--- src/rtl/nco_sweep_pkg.sv ---
// Shared widths, FSM state encodings and the saturating step helper for the NCO sweep controller.
// Optional triangle sweep is selected in the top level with NCO_SWEEP_TRIANGLE_EN.
package nco_sweep_pkg;

  localparam int PHI_W_DEF   = 32;
  localparam int DWELL_W_DEF = 24;
  localparam int CALC_W      = 64;

  typedef logic [1:0] sweep_state_t;

  localparam sweep_state_t ST_IDLE  = 2'd0;
  localparam sweep_state_t ST_DWELL = 2'd1;
  localparam sweep_state_t ST_STEP  = 2'd2;
  localparam sweep_state_t ST_END   = 2'd3;

  // Operands arrive zero-extended from PHI_W (< CALC_W), so the spare upper bits
  // hold the carry of an up step; a borrow shows up as step > cur.
  function automatic logic [CALC_W-1:0] clamp_step(
    input logic [CALC_W-1:0] cur,
    input logic [CALC_W-1:0] step,
    input logic [CALC_W-1:0] bound,
    input logic              dir_down
  );
    logic [CALC_W-1:0] nxt;
    logic [CALC_W-1:0] res;
    nxt = '0;
    res = bound;
    if (dir_down) begin
      if (step <= cur) begin
        nxt = cur - step;
        res = (nxt < bound) ? bound : nxt;
      end
    end else begin
      nxt = cur + step;
      res = (nxt > bound) ? bound : nxt;
    end
    return res;
  endfunction

endpackage

--- src/rtl/nco_sweep_dwell_cnt.sv ---
// Loadable dwell down-counter; a zero load is treated as one cycle and o_tc marks the last dwell cycle.
module nco_sweep_dwell_cnt #(
  parameter int DWELL_W = 24
) (
  input  logic               i_clk,
  input  logic               i_rst,
  input  logic               i_load,
  input  logic               i_en,
  input  logic [DWELL_W-1:0] i_dwell,
  output logic               o_tc
);

  logic [DWELL_W-1:0] r_cnt;

  always_ff @(posedge i_clk) begin
    if (i_rst) begin
      r_cnt <= '0;
    end else if (i_load) begin
      r_cnt <= (i_dwell == '0) ? DWELL_W'(1) : i_dwell;
    end else if (i_en && (r_cnt > DWELL_W'(1))) begin
      r_cnt <= r_cnt - 1'b1;
    end
  end

  assign o_tc = (r_cnt <= DWELL_W'(1));

endmodule

--- src/rtl/nco_sweep_ctrl.sv ---
// Frequency-sweep scheduler driving the NCO phase increment from start to stop word in clamped steps.
// Define NCO_SWEEP_TRIANGLE_EN to make continuous mode bounce between the end words instead of reloading.
module nco_sweep_ctrl
  import nco_sweep_pkg::*;
#(
  parameter int PHI_W   = PHI_W_DEF,
  parameter int DWELL_W = DWELL_W_DEF
) (
  input  logic               sys_clk,
  input  logic               sys_rst,
  input  logic               start,
  input  logic               abort,
  input  logic               cont,
  input  logic [PHI_W-1:0]   start_inc,
  input  logic [PHI_W-1:0]   stop_inc,
  input  logic [PHI_W-1:0]   step_inc,
  input  logic [DWELL_W-1:0] dwell_cyc,
  output logic [PHI_W-1:0]   phi_inc,
  output logic               phi_upd,
  output logic               nco_clken,
  output logic               busy,
  output logic               done,
  output sweep_state_t       dbg_state
);

  sweep_state_t       r_state;
  logic [PHI_W-1:0]   r_phi;
  logic               r_upd;
  logic               r_busy;
  logic               r_done;
  logic               r_cont;
  logic               r_dir;
  logic [PHI_W-1:0]   r_start;
  logic [PHI_W-1:0]   r_stop;
  logic [PHI_W-1:0]   r_step;
  logic [DWELL_W-1:0] r_dwell;

  logic               w_launch;
  logic               w_load;
  logic               w_tc;
  logic [DWELL_W-1:0] w_dwell_ld;
  logic [PHI_W-1:0]   w_next;

  assign w_launch   = (r_state == ST_IDLE) && start && !abort;
  assign w_load     = w_launch
                    || ((r_state == ST_STEP) && !abort)
                    || ((r_state == ST_END) && r_cont && !abort);
  assign w_dwell_ld = (r_state == ST_IDLE) ? dwell_cyc : r_dwell;
  assign w_next     = PHI_W'(clamp_step(CALC_W'(r_phi), CALC_W'(r_step), CALC_W'(r_stop), r_dir));

`ifdef NCO_SWEEP_TRIANGLE_EN
  logic [PHI_W-1:0] w_turn;
  // The old start word becomes the new bound, heading the opposite way.
  assign w_turn = PHI_W'(clamp_step(CALC_W'(r_phi), CALC_W'(r_step), CALC_W'(r_start), ~r_dir));
`endif

  nco_sweep_dwell_cnt #(.DWELL_W(DWELL_W)) u_dwell_cnt (
    .i_clk   (sys_clk),
    .i_rst   (sys_rst),
    .i_load  (w_load),
    .i_en    (r_state == ST_DWELL),
    .i_dwell (w_dwell_ld),
    .o_tc    (w_tc)
  );

  always_ff @(posedge sys_clk) begin
    if (sys_rst) begin
      r_state <= ST_IDLE;
      r_phi   <= '0;
      r_upd   <= 1'b0;
      r_busy  <= 1'b0;
      r_done  <= 1'b0;
      r_cont  <= 1'b0;
      r_dir   <= 1'b0;
      r_start <= '0;
      r_stop  <= '0;
      r_step  <= '0;
      r_dwell <= '0;
    end else begin
      r_upd  <= 1'b0;
      r_done <= 1'b0;
      if (abort && (r_state != ST_IDLE)) begin
        r_state <= ST_IDLE;
        r_busy  <= 1'b0;
        r_done  <= 1'b1;
      end else begin
        case (r_state)
          ST_IDLE: begin
            if (w_launch) begin
              r_cont  <= cont;
              r_start <= start_inc;
              r_stop  <= stop_inc;
              r_step  <= step_inc;
              r_dwell <= dwell_cyc;
              r_dir   <= (start_inc > stop_inc);
              r_phi   <= start_inc;
              r_upd   <= 1'b1;
              r_busy  <= 1'b1;
              r_state <= ST_DWELL;
            end
          end
          ST_DWELL: begin
            if (w_tc) begin
              if ((r_step == '0) || (r_phi == r_stop)) begin
                r_state <= ST_END;
              end else begin
                r_phi   <= w_next;
                r_upd   <= 1'b1;
                r_state <= ST_STEP;
              end
            end
          end
          ST_STEP: begin
            r_state <= ST_DWELL;
          end
          ST_END: begin
            if (r_cont) begin
`ifdef NCO_SWEEP_TRIANGLE_EN
              r_start <= r_stop;
              r_stop  <= r_start;
              r_dir   <= ~r_dir;
              r_phi   <= w_turn;
`else
              r_phi   <= r_start;
`endif
              r_upd   <= 1'b1;
              r_state <= ST_DWELL;
            end else begin
              r_done  <= 1'b1;
              r_busy  <= 1'b0;
              r_state <= ST_IDLE;
            end
          end
          default: r_state <= ST_IDLE;
        endcase
      end
    end
  end

  assign phi_inc   = r_phi;
  assign phi_upd   = r_upd;
  assign busy      = r_busy;
  assign nco_clken = r_busy;
  assign done      = r_done;
  assign dbg_state = r_state;

endmodule

--- config.mk ---
export PLATFORM = sky130hd
export DESIGN_NAME = nco_sweep_ctrl
export DESIGN_NICKNAME = d
export VERILOG_FILES = /design/src/rtl/nco_sweep_pkg.sv /design/src/rtl/nco_sweep_dwell_cnt.sv /design/src/rtl/nco_sweep_ctrl.sv
export SDC_FILE = /design/constraint.sdc
export NUM_CORES = 1
export LEC_CHECK = 0
export ABC_CLOCK_PERIOD_IN_PS = 4900
export CORE_MARGIN = 2
export CORE_UTILIZATION = 53
export CTS_CLUSTER_SIZE = 24
export DETAILED_ROUTE_END_ITERATION = 12
export MAX_ROUTING_LAYER = met4
export PLACE_DENSITY = 0.78
export SLEW_MARGIN = 20
export SYNTH_ARGS = -nofsm -noshare
export SYNTH_HDL_FRONTEND = slang
export SYNTH_SLANG_ARGS = --single-unit
--- constraint.sdc ---
create_clock -name sys_clk -period 4.9 [get_ports sys_clk]
set_input_delay 0.98 -clock sys_clk [delete_from_list [all_inputs] [get_ports sys_clk]]
set_output_delay 0.98 -clock sys_clk [all_outputs]
set_load 0.01 [all_outputs]
# After elaboration in Yosys (flattened, before gate mapping)
# Index checks and enable logic that the tools add are counted.
[word_totals] regBits=183 latch_bits=0 ramBits=0 romBits=0 out_inout_bits=38 wordCells=83 n_memories=0
[op_classes] addsub=3 multipliers=0 div=0 order_cmp=6 n_eq_ne=9 shift=0 mux=29 bitwise=1 n_reduce_logical=23
[ops] cell="32-bit two-way mux" count=8
[ops] cell="24-bit two-way mux" count=4
[ops] cell="32-bit one-hot mux with 3 select lines" count=1
[ops] cell="64-bit by 32-bit < comparator with 1-bit output" count=1
[ops] cell="32-bit by 32-bit adder with 33-bit output" count=1
[ops] cell="33-bit by 32-bit greater-than comparator with 1-bit output" count=1
[ops] cell="32-bit by 32-bit subtractor with 33-bit output" count=1
[ops] cell="32-bit == test" count=1
[ops] cell="32-bit greater-than comparator" count=1
[ops] cell="32-bit <= comparator" count=1
[ops] cell="32-bit zero test" count=1
[ops] cell="24-bit by 1-bit greater-than comparator with 1-bit output (second input constant)" count=1
[ops] cell="24-bit by 1-bit <= comparator with 1-bit output (second input constant)" count=1
[ops] cell="24-bit zero test" count=1
[ops] cell="24-bit by 1-bit subtractor with 24-bit output (second input constant)" count=1
[ops] cell="1-bit two-way mux" count=11
[ops] cell="2-bit != test (second input constant)" count=5
[ops] cell="2-bit one-hot mux with 4 select lines" count=1
[ops] cell="1-bit logical AND" count=7
[ops] cell="3-bit AND reduction" count=2
[ops] cell="6-bit AND reduction" count=1
[ops] cell="2-bit nonzero test" count=3
[ops] cell="2-bit == test (second input constant)" count=2
[ops] cell="2-bit two-way mux" count=2
[ops] cell="other kinds (10)" count=12

# Longest topological paths before layout
# Gate-level depths: netlist (run 1).
[logic_depth] ltp_word=8 depth_mapped=24 ltp_nobuf=21

# Cells and area by module
# A second synthesis (run 1) with hierarchy kept.
[unflattened] cells_unflattened=2002 area_unflattened_um2=15164.5
[by_module_without_submodules] module="nco_sweep_ctrl" n_inst=1 cells_each=1808 area_per_inst_um2=13591.8 seq_area_each_um2=3183.1
[by_module_without_submodules] module="nco_sweep_dwell_cnt" n_inst=1 cells_each=194 area_per_inst_um2=1572.8 seq_area_each_um2=480.5

# Least setup slack after synthesis (run 1)
# No wires, ideal clock.
[synth_path] kind="reg-to-reg" startpoint="register r_phi[0], in the netlist phi_inc[0]" endpoint="register r_phi[29], in the netlist phi_inc[29]" setup_time_ps=122 arrival_time_ps=4869 slack_ps=-91 path_stages_with_launch=20 cell_sequence="dfxtp_1 > ha_1 > inv_1 > fa_1 > or2_2 > a221oi_2 > o31a_1 > a211oi_1 > o21a_1 > o31ai_1 > xnor2_1 > ha_1 > nand4_1 > or3_1 > nor3_1 > a31oi_1 > a311o_1 > nor2_2 > mux2_2 > a311o_1"
[synth_via] elab_chain_len=8 elab_cells_between_ends=16 classes_between="add/sub (2); order compare (3); eq/ne (2); mux (7); reduce/logical (2)"
[synth_lines] element="start: declaration" line_no="nco_sweep_ctrl.sv:27" rtl="logic [PHI_W-1:0] r_phi;"
[synth_lines] element="start signal: assignment" line_no="nco_sweep_ctrl.sv:96" rtl="r_phi <= start_inc;"
[synth_lines] element="start signal: assignment" line_no="nco_sweep_ctrl.sv:107" rtl="r_phi <= w_next;"
[synth_lines] element="start signal: assignment" line_no="nco_sweep_ctrl.sv:124" rtl="r_phi <= r_start;"
[synth_lines] element="32-bit by 32-bit subtractor with 33-bit output" line_no="nco_sweep_pkg.sv:30" rtl="nxt = cur - step;"
[synth_lines] element="64-bit by 32-bit < comparator with 1-bit output" line_no="nco_sweep_pkg.sv:31" rtl="res = (nxt < bound) ? bound : nxt;"
[synth_lines] element="32-bit two-way mux" line_no="nco_sweep_pkg.sv:31"
[synth_lines] element="32-bit two-way mux" line_no="nco_sweep_pkg.sv:29" rtl="if (step <= cur) begin"
[synth_lines] element="32-bit two-way mux" line_no="nco_sweep_pkg.sv:28" rtl="if (dir_down) begin"
[synth_lines] element="32-bit two-way mux" line_no="nco_sweep_ctrl.sv:104" rtl="if ((r_step == '0) || (r_phi == r_stop)) begin"
[synth_lines] element="32-bit two-way mux" line_no="nco_sweep_ctrl.sv:103" rtl="if (w_tc) begin"
[synth_lines] element="32-bit one-hot mux with 3 select lines" line_no="nco_sweep_ctrl.sv:87" rtl="case (r_state)"
# Several ways; a longest one is shown, not always the timed one. The select of a mux whose other input is x is not followed.
# A chain may end at the register's enable or synchronous reset.

# Worst setup path after layout (run 1)
[layout_path] startpoint="register r_phi[0], in the netlist phi_inc[0]" endpoint="register r_phi[1], in the netlist phi_inc[1]"
# The elaborated chain is that of the path after synthesis.

==> results of run 1 <==
## stage by stage
step / utilization (%) / worst slack [ns] / cells
6_report: 72.2 / -0.185 / 2958
5_1_grt: 72.2 / -0.355 / 2958
4_1_cts: 71.1 / -0.0622 / 2953
3_5_place_dp: 67.9 / -0.435 / 2908
3_3_place_gp: 67.9 / -0.358 / 2908
2_1_floorplan: - / 0.0281 / 2179
## layer usage
| layer | vias to the layer above | track usage [%] | routed length [um] |
|---|---|---|---|
| li1 | 8625 | - | - |
| met1 | 8807 | 54.4 | 26400 |
| met2 | 1175 | 66.2 | 29000 |
| met3 | 210 | 6.68 | 6470 |
| met4 | 0 | 20.1 | 3680 |
| met5 | - | - | 0 |
## cell usage after synthesis (26+ instances only)
cell type	instances	area, um^2
a21oi_1	285	1430
ha_1	161	2010
a31oi_1	40	250
nor3_1	47	235
xnor2_1	76	666
o21ai_0	103	515
clkbuf_1	95	357
nand4_1	40	250
and3_1	26	163
nor2_1	104	390
nand3_1	50	250
a21o_1	32	240
nand2_1	368	1380
o211ai_1	27	203
dfxtp_1	183	3660
inv_1	139	522
nor4_1	49	307
## registers in the layout, summed over array words and instances, names as in the netlist
signal             count
busy                   1
dbg_state              2
done                   1
phi_inc               32
phi_upd                1
r_cont                 1
r_dir                  1
r_dwell               24
r_start               32
r_step                32
r_stop                32
u_dwell_cnt.r_cnt     24
## cell type report
| class | instances | area, um^2 | area share, % |
|---|---|---|---|
| timing repair buffer | 490 | 4150 | 19.9 |
| clock buffer | 19 | 453 | 2.17 |
| inverter | 141 | 529 | 2.53 |
| clock inverter | 13 | 138 | 0.659 |
| sequential | 183 | 3680 | 17.6 |
| tap | 384 | 480 | 2.30 |
| multi-input combinational | 1728 | 11500 | 54.8 |
## timing repair
| action | CTS | global route |
|---|---|---|
| setup buffers | 12 | 5 |
| cloned | 1 | 0 |
| pin swaps | 29 | 28 |
| gates resized for setup | 65 | 68 |
| setup endpoints to repair | 32 | 32 |
| hold endpoints to repair | 0 | 0 |
## worst paths after layout
check | cells after the start | to | startpoint
worst min-delay path | 2 | r_start[21] | r_start[21]
worst max register to register | 23 | phi_inc[1] | phi_inc[0]
worst max-delay path | 23 | phi_inc[1] | phi_inc[0]
worst min register to register | 2 | r_start[21] | r_start[21]
## critical path: stages, from the launching register on
cell	delay [ns]
dfxtp_4	0.38
ha_4	0.13
inv_2	0.04
fa_2	0.34
or2_4	0.25
a221oi_4	0.35
o31a_1	0.20
buf_4	0.12
a22oi_2	0.10
o211ai_1	0.32
a311oi_2	0.18
xor2_1	0.25
ha_1	0.31
a21oi_2	0.13
nor2b_1	0.06
o311ai_1	0.29
and3_1	0.28
a31oi_2	0.06
a311oi_2	0.32
buf_4	0.24
buf_4	0.13
nand3_1	0.08
a31oi_1	0.25
a31oi_1	0.12
## logic make-up after synthesis
kind of cell	synth area share [%]
and+or+nand+nor	22.4
DFF	23.4
AOI/OAI and AO/OA	27.5
xor gates and xnor gates	5.02
adders and majority gates	13.1
buffers and inverters	6.76
muxes	1.90
## report_power, final
group | total, mW | switching, mW | internal, mW
Clock | 1.43 | 0.689 | 0.745
Sequential | 2.06 | 0.299 | 1.76
Combinational | 10.5 | 5.91 | 4.59
==> out/metrics.csv, run 1 <==
stage;metric;value;unit
sta;period_needed;5.08;ns
min_path;hp-class;reg2reg;
final_layout;syn_to_final_growth;33.1;%
routing;dr.pass1.iters;6;
synth;syn_avg_cell_area;7.20;um^2
setup_path;cp.arrival;5.41;ns
final_layout;final_cell_mix;nand2_1, buf_4, a21oi_1;
floorplan;die_w;176;um
cts;clock_path_buffers;2;
sta;rsz0062_at_grt;true;
synth;synthArstFlopShare;0;%
floorplan;rows;62;
sta;tightest_slew;1.01;ns
final_layout;diodes;0;
routing;avgViaCountPerCell;6.36;
power_and_ir_drop;fin_total_pwr;14.0;mW
setup_path;start_kind;flip-flop;
power_and_ir_drop;p_leak;8.80;nW
synth;synth-edff-count;0;
final_layout;final_common_cell;nand2_1;
sta;finClkSkew;0.0168;ns
cts;cts.sinks;183;
cts;htreeDepth;4;
routing;wl_per_cell;22.2;um
setup_path;r2r_setup_slack;-0.18;ns
cts;cts_tree;built;
cts;clk_latency;0.46;ns
sta;setup_viol;30;
synth;ys.flop_type;dfxtp_1;
routing;finalWirelength;65500;um
sta;fin_ws;-0.185;ns
place;dpl.hpwl;50900;um
grt;grt-ovfl-total;0;
final_layout;finalNetCount;2849;
sta;timing.fmax;197;MHz
floorplan;core;0.0289;mm^2
place;placed_cell_area;0.0196;mm^2
routing;drt_iter0_markers;2202;
setup_path;path_class;reg2reg;
synth;syn-num-nets;2467;
sta;hold_viol;0;
place;place.gp.congestion;1.01;
floorplan;num_io_pins;163;
floorplan;start_util;54.2;%
floorplan;die_y;176;um
sta;max-slew-margin-rel;31.9;%
job;cap_violations;0;
power_and_ir_drop;peakVddDrop;0.474;mV
synth;yosysUniqueCellTypes;84;
cts;root_buffer;clkbuf_16;
cts;clk_pin_slew_worst_paths;0.08;ns
grt;antenna_found_initial;0;
cts;ctsHoldBuffers;0;
routing;dr_total_vias;18800;
grt;grt_pass1_wl;99800;um
synth;seq_area_frac_synth;23.4;%
final_layout;drive_above_1_share;19.1;%
sta;holdWs;0.451;ns
run_status;failed_checks;setup timing;
run_status;status;finished with violations;
sta;slew_viol_final;0;
cts;cts_made_buffers;17;
synth;yosys_warnings;0;
routing;remaining_drc_errors;0;
sta;min_period_over_period;104;%
sta;setup_tns;-2.85;ns
grt;grt_max_degree;108;
synth;syn_area;0.0157;mm^2
routing;ant_nets;0;
place;port_buffers;162;
setup_path;crit_fanout;9;
synth;synth-seq-cells;183;
setup_path;cp_data_required_time;5.22;ns
setup_path;end_kind;flip-flop;
power_and_ir_drop;p_per_area;670;mW/mm^2
floorplan;die_area;0.0310;mm^2
synth;synth_cells;2179;
grt;grt_util_all_layers;42.6;%
grt;grt_pass1_vias;18000;
final_layout;fillerInstances;2341;
final_layout;fin_area;0.0209;mm^2
Note: power is estimated with default switching activity, not from simulation.
==> run 2, diff against run 1 <==
Settings changed: CAP_MARGIN set to 10, SETUP_SLACK_MARGIN set to 0.02.
==> run 2 against run 1 <==
Compared with the run above: the run still ends with setup timing left; cell count grew 0.17%; hold slack lost 0.00064 ns; sequential share of layout area shrank 0.14 points; largest power group unchanged.
==> out/metrics.csv, run 2 (synthesis results as in run 1) <==
stage;metric;value;unit
sta;timing.fmax;197;MHz
final_layout;finalNetCount;2854;
setup_path;regToRegStartpoint;phi_inc[0];
cts;cts.sinks;183;
min_path;hold_end;r_start[16];
sta;min_period_over_period;104;%
routing;remaining_drc_errors;0;
place;placed_cells;2908;
cts;clk_latency;0.47;ns
cts;htreeDepth;4;
cts;clock_path_buffers;2;
routing;wl_per_cell;22.2;um
grt;grt_max_degree;108;
routing;finalWirelength;65700;um
floorplan;core;0.0289;mm^2
sta;slew_viol_final;0;
routing;ant_nets;0;
final_layout;final_cell_mix;nand2_1, buf_4, a21oi_1;
run_status;failed_checks;setup timing;
setup_path;cp_data_required_time;5.26;ns
grt;grt_pass1_wl;99700;um
place;dpl.hpwl;50900;um
sta;hold_viol;0;
routing;avgViaCountPerCell;6.34;
sta;period_needed;5.08;ns
sta;tightest_slew;1.02;ns
power_and_ir_drop;p_per_area;675;mW/mm^2
final_layout;drive_above_1_share;19.7;%
power_and_ir_drop;fin_total_pwr;14.2;mW
grt;antenna_found_initial;0;
grt;grt-ovfl-total;0;
min_path;whs_path_depth;2;
setup_path;r2r_setup_slack;-0.18;ns
floorplan;num_io_pins;163;
setup_path;end_kind;flip-flop;
setup_path;path_class;reg2reg;
final_layout;diodes;0;
sta;finClkSkew;0.0154;ns
cts;root_buffer;clkbuf_16;
floorplan;die_area;0.0310;mm^2
power_and_ir_drop;p_leak;8.84;nW
final_layout;syn_to_final_growth;34.2;%
cts;clk_pin_slew_worst_paths;0.08;ns
sta;rsz0062_at_grt;true;
run_status;status;finished with violations;
floorplan;rows;62;
job;cap_violations;0;
routing;drt_iter0_markers;2276;
cts;cts_made_buffers;17;
final_layout;fin_cells;2963;
final_layout;final_common_cell;nand2_1;
setup_path;cp.arrival;5.44;ns
routing;dr_total_vias;18800;
cts;cts_tree;built;
sta;max-slew-margin-rel;31.4;%
setup_path;start_kind;flip-flop;
setup_path;worstReg2RegEnd;phi_inc[0];
min_path;hp-class;reg2reg;
place;place.gp.congestion;1.01;
grt;grt_pass1_vias;17900;
routing;dr.pass1.iters;7;
floorplan;start_util;54.2;%
power_and_ir_drop;peakVddDrop;0.526;mV
place;port_buffers;162;
floorplan;die_y;176;um
grt;grt_util_all_layers;42.6;%
min_path;min-delay-start;r_start[16];
setup_path;crit_fanout;4;
setup_path;rr_worst_depth;22;
floorplan;die_w;176;um
sta;setup_viol;32;
sta;fin_ws;-0.184;ns
place;post-place-ws;-0.435;ns
## run 2: changes by cell type in the layout (fill, tap and decap cells not counted), moves of 2 or more
cell     delta
buf_8       +2
buf_4       +2
o31ai_1     -2
o21ai_0     +2
a31oi_4     +2
nand3_4     +2
o31ai_2     +2
a21oi_2     +2
o21ai_2     -4
a21oi_1     -2
## run 2: area by class of cell
type / count / area, um^2
Clock inverter: 13 / 138
Timing Repair Buffer: 495 / 4210
Sequential cell: 183 / 3680
Inverter: 141 / 529
Fill cell: 2315 / 7880
Tap cell: 384 / 480
Multi-Input combinational cell: 1728 / 11600
Clock buffer: 19 / 453
## run 2: stage by stage
step / hold WS [ns] / TNS (ns) / area (um^2) / util, %
5_1_grt: 0.473 / -8.81 / 21100 / 72.8
2_1_floorplan: 0.432 / 0 / 15700 / -
6_report: 0.451 / -3.25 / 21100 / 72.8
3_5_place_dp: 0.442 / -10.77 / 19600 / 67.9
4_1_cts: 0.452 / -0.137 / 20600 / 71.1
3_3_place_gp: 0.437 / -8.71 / 19600 / 67.9
## run 2: per-layer routing
metal	track usage, %	vias to the layer above	part of all wire, %
li1	-	8637	-
met1	54.6	8824	41
met2	66.6	1116	45
met3	6.22	198	9.1
met4	19.5	0	5.2
met5	-	-	0
## run 2: how the worst max path moves through the flow
stage,from,end,slack [ns],depth (start not counted)
floorplan,phi_inc[0],phi_inc[29],0.03,18
global placement,r_step[9],phi_inc[9],-0.36,22
detailed placement,phi_inc[0],phi_inc[6],-0.44,22
CTS,phi_inc[0],phi_inc[29],-0.06,21
global route,phi_inc[0],phi_inc[18],-0.35,22
finish,phi_inc[0],phi_inc[0],-0.18,22
## run 2: report_power, final
| part | internal, mW | switching, mW |
|---|---|---|
| registers | 1.76 | 0.303 |
| clock network | 0.744 | 0.693 |
| logic | 4.72 | 6.00 |
| total | 7.22 | 6.99 |
## run 2: repair_timing
action                                  CTS  global route
setup buffers                            12            10
endpoints found under the setup margin   32            32
cloned                                    1             0
hold buffers                              0             0
resized for setup                        64            93
pin swaps                                30            44
## run 2: worst max-delay path, cell delays in order (launching register included)
cell	delay, ns
dfxtp_4	0.38
ha_4	0.13
inv_2	0.04
fa_2	0.34
or2_4	0.25
a221oi_4	0.33
o31a_1	0.20
buf_4	0.12
a22oi_2	0.10
a21o_1	0.24
o41a_1	0.36
xnor2_2	0.18
ha_1	0.31
nand4_1	0.20
nor4_2	0.33
buf_4	0.17
a31oi_2	0.10
a311o_2	0.40
buf_4	0.16
buf_4	0.14
o21ai_1	0.13
a31oi_1	0.12
o22ai_1	0.24
